--- config.mk ---
export PLATFORM = sky130hd
export DESIGN_NAME = decoder_share_arbiter
export DESIGN_NICKNAME = d
export VERILOG_FILES = /design/src/rtl/decoder_share_arbiter.sv
export SDC_FILE = /design/constraint.sdc
export NUM_CORES = 1
export LEC_CHECK = 0
export CAP_MARGIN = 20
export CORE_ASPECT_RATIO = 2
export CORE_MARGIN = 2
export CORE_UTILIZATION = 45
export DETAILED_ROUTE_END_ITERATION = 6
export PLACE_DENSITY = 0.73
export SLEW_MARGIN = 15
export SYNTH_ARGS = -nofsm -noshare
export SYNTH_HDL_FRONTEND = slang
export SYNTH_SLANG_ARGS = --single-unit
--- constraint.sdc ---
create_clock -name clk -period 2.3 [get_ports clk]
set_clock_uncertainty 0.15 [all_clocks]
set_input_delay 0.69 -clock clk [delete_from_list [all_inputs] [get_ports clk]]
set_output_delay 0.69 -clock clk [all_outputs]
set_load 0.005 [all_outputs]
--- src/rtl/decoder_share_arbiter.sv ---
// Round-robin arbiter time-sharing one 3-to-8 enable decoder between NUM_REQ requesters.
// Optional grant counter output is enabled with DEC_SHARE_ARB_GNT_CNT_EN.
module decoder_share_arbiter #(
    parameter int NUM_REQ     = 4,
    parameter int HOLD_CYCLES = 2,
    parameter int IDW         = 3
) (
    input  logic                   clk,
    input  logic                   reset,
    input  logic [NUM_REQ-1:0]     req,
    input  logic [NUM_REQ*IDW-1:0] req_idx,
    output logic [NUM_REQ-1:0]     grant,
    output logic [NUM_REQ-1:0]     done,
    output logic                   dec_en,
    output logic [IDW-1:0]         dec_in,
`ifdef DEC_SHARE_ARB_GNT_CNT_EN
    output logic [7:0]             gnt_count,
`endif
    output logic                   busy
);

    localparam int                 PW        = (NUM_REQ > 1) ? $clog2(NUM_REQ) : 1;
    localparam logic [7:0]         HOLD_LAST = 8'(HOLD_CYCLES);
    localparam logic [PW-1:0]      PTR_INIT  = PW'(NUM_REQ - 1);
    localparam logic [NUM_REQ-1:0] ONE_HOT0  = {{(NUM_REQ-1){1'b0}}, 1'b1};

    typedef enum logic [1:0] {
        ST_IDLE    = 2'd0,
        ST_HOLD    = 2'd1,
        ST_RELEASE = 2'd2
    } state_t;

    state_t             state_r, state_n;
    logic [7:0]         cnt_r, cnt_n;
    logic [PW-1:0]      ptr_r, ptr_n;
    logic [PW-1:0]      owner_r, owner_n;
    logic [NUM_REQ-1:0] grant_r, grant_n;
    logic [NUM_REQ-1:0] done_r, done_n;
    logic               dec_en_r, dec_en_n;
    logic [IDW-1:0]     dec_in_r, dec_in_n;
    logic               busy_r, busy_n;
    logic               win_found_s;
    logic [PW-1:0]      win_idx_s;
`ifdef DEC_SHARE_ARB_GNT_CNT_EN
    logic [7:0]         gcnt_r, gcnt_n;
`endif

    // Round-robin winner search: first requester after ptr, wrapping.
    always_comb begin
        int cand;
        win_found_s = 1'b0;
        win_idx_s   = {PW{1'b0}};
        cand        = 0;
        for (int k = 1; k <= NUM_REQ; k++) begin
            cand = int'(ptr_r) + k;
            if (cand >= NUM_REQ) begin
                cand = cand - NUM_REQ;
            end else begin
                cand = cand;
            end
            if (!win_found_s && req[cand]) begin
                win_found_s = 1'b1;
                win_idx_s   = PW'(cand);
            end else begin
                win_found_s = win_found_s;
            end
        end
    end

    // Next-state and next-output logic for the IDLE -> HOLD -> RELEASE sequence.
    always_comb begin
        state_n  = state_r;
        cnt_n    = cnt_r;
        ptr_n    = ptr_r;
        owner_n  = owner_r;
        grant_n  = grant_r;
        done_n   = {NUM_REQ{1'b0}};
        dec_en_n = dec_en_r;
        dec_in_n = dec_in_r;
        busy_n   = busy_r;
`ifdef DEC_SHARE_ARB_GNT_CNT_EN
        gcnt_n   = gcnt_r;
`endif
        case (state_r)
            ST_IDLE: begin
                if (win_found_s) begin
                    // req_idx is captured only here; the window ignores later changes.
                    owner_n  = win_idx_s;
                    grant_n  = ONE_HOT0 << win_idx_s;
                    dec_in_n = req_idx[int'(win_idx_s)*IDW +: IDW];
                    dec_en_n = 1'b1;
                    busy_n   = 1'b1;
                    cnt_n    = 8'd1;
                    state_n  = ST_HOLD;
                end else begin
                    state_n  = ST_IDLE;
                end
            end
            ST_HOLD: begin
                if (cnt_r == HOLD_LAST) begin
                    dec_en_n = 1'b0;
                    dec_in_n = {IDW{1'b0}};
                    grant_n  = {NUM_REQ{1'b0}};
                    done_n   = ONE_HOT0 << owner_r;
                    ptr_n    = owner_r;
                    state_n  = ST_RELEASE;
`ifdef DEC_SHARE_ARB_GNT_CNT_EN
                    gcnt_n   = gcnt_r + 8'd1;
`endif
                end else begin
                    cnt_n    = cnt_r + 8'd1;
                end
            end
            ST_RELEASE: begin
                busy_n  = 1'b0;
                state_n = ST_IDLE;
            end
            default: begin
                state_n  = ST_IDLE;
                cnt_n    = 8'd0;
                grant_n  = {NUM_REQ{1'b0}};
                dec_en_n = 1'b0;
                dec_in_n = {IDW{1'b0}};
                busy_n   = 1'b0;
            end
        endcase
    end

    // State and output registers with synchronous active-low reset.
    always_ff @(posedge clk) begin
        if (!reset) begin
            state_r  <= ST_IDLE;
            cnt_r    <= 8'd0;
            ptr_r    <= PTR_INIT;
            owner_r  <= {PW{1'b0}};
            grant_r  <= {NUM_REQ{1'b0}};
            done_r   <= {NUM_REQ{1'b0}};
            dec_en_r <= 1'b0;
            dec_in_r <= {IDW{1'b0}};
            busy_r   <= 1'b0;
`ifdef DEC_SHARE_ARB_GNT_CNT_EN
            gcnt_r   <= 8'd0;
`endif
        end else begin
            state_r  <= state_n;
            cnt_r    <= cnt_n;
            ptr_r    <= ptr_n;
            owner_r  <= owner_n;
            grant_r  <= grant_n;
            done_r   <= done_n;
            dec_en_r <= dec_en_n;
            dec_in_r <= dec_in_n;
            busy_r   <= busy_n;
`ifdef DEC_SHARE_ARB_GNT_CNT_EN
            gcnt_r   <= gcnt_n;
`endif
        end
    end

    assign grant  = grant_r;
    assign done   = done_r;
    assign dec_en = dec_en_r;
    assign dec_in = dec_in_r;
    assign busy   = busy_r;
`ifdef DEC_SHARE_ARB_GNT_CNT_EN
    assign gnt_count = gcnt_r;
`endif

endmodule

==> impl_results.md <==
- Most frequent cells in the layout: 27 x dfxtp_1, 26 x clkdlybuf4s50_1, 23 x nor2_1, 15 x buf_4
- Initial cell density of the core: 0.4617
- Hold EP: done[1]$_SDFF_PP0_
- CP max FO: 7
- Final Hold Viols: 0
- Htree depth: 1
- Vias in the first global route: 1,383
- Crit path launch: cnt_r[1]$_SDFFE_PN0P_
- Status: completed
- Main synth FF type: dfxtp_1
- R2r endpoint: cnt_r[6]$_SDFFE_PN0P_
- Ant. Diodes: 0
- Mean area per synthesized cell: 8.662 sq um
- Routed len/inst: 15.00 microns
- Synthesized cell area: 0.001343 sq mm
- Total Routing Usage GR: 0.2207
- Place WS: -0.4230 ns
- Global route overflow: 0
- Critical path class: reg -> reg
- Die W: 42.62 microns
- Hpwl dp: 2649 microns
- DP Area: 0.001777 sq mm
- Worst VDD drop: 0.4511 mV
- Antenna-violating nets left: 0
- RSZ-0062 raised after global routing: no
- Routability congestion estimate: 0.8713
- Crit path capture type: flop
- Post-route DRC violation count: 0
- Post-synth EDFFs: 0
- CTS sink cnt: 27
- Reg-to-reg critical path startpoint: cnt_r[1]$_SDFFE_PN0P_
- Final std cell area, no fill: 0.001863 sq mm
- Post-Syn Nets: 175
- Routed vias: 1,296
- Post-synthesis sequential area ratio: 0.4026
- Worst Hold Launch: owner_r[1]$_SDFFE_PN0P_
- Distinct cells, synth: 40
- Power density over the cells: 547.9 mW/mm^2
- CTS tree: built
- Final Worst Setup Slack: 0.1469 ns
- Core ar.: 0.002908 sq mm
- R2R cell count: 6
- Worst Tran Pin Value: 0.4222 ns
- Hold depth: 1
- Worst R2R Setup Slack: 0.15 ns
- Max transition margin: 0.7182
- Root Buffer: clkbuf_8
- Max Slew Vio Count: 0
- Via-to-Cell Ratio: 5.659
- Skew-Pair Late Insertion Delay: 0.28 ns
- Critical path data arrival time: 2.22 ns
- Crit start category: flop
- Routed WL: 3436 microns
- Mapped Cells: 155
- Pwr Total: 1.021 mW
- Max_cap viols: 0
- First-pass DRT Iterations: 4
- Post-CTS Hold Buffers: 0
- Most common cell after layout, fill and taps aside: dfxtp_1
- Synth warnings: 0
- Clk buf depth: 2
- Total CTS buffers: 3
- Num rows: 28
- Largest net degree at the start of global routing: 17
- Share of cells above drive strength 1: 0.1759
- Area growth from synthesis to layout: 38.77%
- Leakage dissipation: 0.7550 nW
- Nets: 220
- Die area: 0.003463 sq mm
- Die H: 81.25 microns
- I/O Buffers: 30
- Crit path required time: 2.37 ns
- Initial antenna violation count: 0
- Final TNS setup: 0 ns
- Worst hold path type: reg -> reg
- Starting DRT DRC Count: 34
- Ports: 31
- Fin crit share: 0.9361
- Hold slack: 0.3229 ns
- FF+latch count, synth: 27
- First-pass GRT wire length: 5913 microns
- Fillers: 251
- Period minus WS final: 2.153 ns
- Clk slew on worst S/H paths: 0.10 ns
- Setup Fix Bufs, Post-CTS: 0
- # setup viols final: 0
- Synth async-reset ratio: 0
- F_max: 0.4645 GHz
layout make-up:
| type | instances | area [sq um] | share of cell area |
|---|---|---|---|
| Tap cell | 30 | 37.54 | 0.02015 |
| Clock buffer | 3 | 41.29 | 0.02216 |
| Timing Repair Buffer | 46 | 439.2 | 0.2357 |
| Clock inverter | 1 | 7.507 | 0.004030 |
| Multi-Input combinational cell | 116 | 774.5 | 0.4157 |
| Inverter | 6 | 22.52 | 0.01209 |
| Sequential cell | 27 | 540.5 | 0.2901 |
metrics by stage:
step | instances | utilization
2_1_floorplan | 155 | -
3_3_place_gp | 225 | 0.6110
3_5_place_dp | 225 | 0.6110
4_1_cts | 229 | 0.6321
5_1_grt | 229 | 0.6407
6_report | 229 | 0.6407
kinds of logic after synthesis:
group                    Yosys count  share of synthesized area
multiplexers                       6                    0.04474
flip-flops                        27                     0.4026
AO/OA/AOI/OAI                     35                     0.1939
XOR/XNOR                           5                    0.03262
AND/OR/NAND/NOR                   68                     0.2637
buffers and inverters             12                    0.04380
adder cells (fa/ha/maj)            2                    0.01864
per-layer routing:
metal	track usage	share of wire	vias up
li1	-	-	646
met1	0.2178	0.37	616
met2	0.4242	0.59	30
met3	0.03556	0.033	4
met4	0.1094	0.012	0
met5	0	0	-
worst max path at each step:
| stage | end | slack, ns | cells past startpoint |
|---|---|---|---|
| final | cnt_r[6]$_SDFFE_PN0P_ | 0.15 | 6 |
| after global placement | grant[0]$_SDFFE_PN0P_ | -0.36 | 6 |
| after CTS | grant[1]$_SDFFE_PN0P_ | -0.01 | 6 |
| after global routing | cnt_r[6]$_SDFFE_PN0P_ | 0.03 | 7 |
| after detailed placement | grant[0]$_SDFFE_PN0P_ | -0.42 | 6 |
| after floorplan | grant[0]$_SDFFE_PN0P_ | 0.10 | 6 |
flip-flops by register name (all words and copies together) (netlist names):
name and flops:
dec_en 1, busy 1, grant 4, owner_r 2
cnt_r 8, state_r 2, dec_in 3, ptr_r 2
done 4
power by group:
group	total (mW)	internal, mW	switching (mW)
clock network	0.278	0.123	0.155
registers	0.515	0.491	0.0241
logic	0.228	0.125	0.103
total	1.02	0.739	0.282
synth_stat cells (2+ instances only):
cell / count / area [sq um]
buf_2: 2 / 10.01
nand2_1: 11 / 41.29
a21oi_1: 10 / 50.05
nand4_1: 6 / 37.54
inv_1: 6 / 22.52
a2bb2oi_1: 2 / 17.52
and4_1: 4 / 35.03
a21oi_2: 2 / 17.52
nand3_1: 9 / 45.04
and2_1: 2 / 12.51
xnor2_1: 5 / 43.79
clkbuf_1: 3 / 11.26
o211ai_1: 4 / 30.03
dfxtp_1: 27 / 540.5
a32oi_1: 2 / 17.52
o21ai_0: 3 / 15.01
nor2b_1: 2 / 12.51
a31oi_1: 2 / 12.51
mux2i_1: 6 / 60.06
nor2_1: 23 / 86.33
ha_1: 2 / 25.02
nand2b_1: 4 / 25.02
worst max-delay path, cell delays in order (launching register included):
cell,delay (ns)
dfxtp_1,0.41
ha_1,0.17
or4b_4,0.50
o31ai_4,0.39
a21oi_2,0.14
a31o_1,0.24
a21oi_2,0.10
timing repair:
item | CTS | global route
pin swaps | 2 | 3
gates resized for setup | 6 | 8
setup endpoints to repair | 15 | 14
Note: power is estimated with default switching activity, not from simulation.
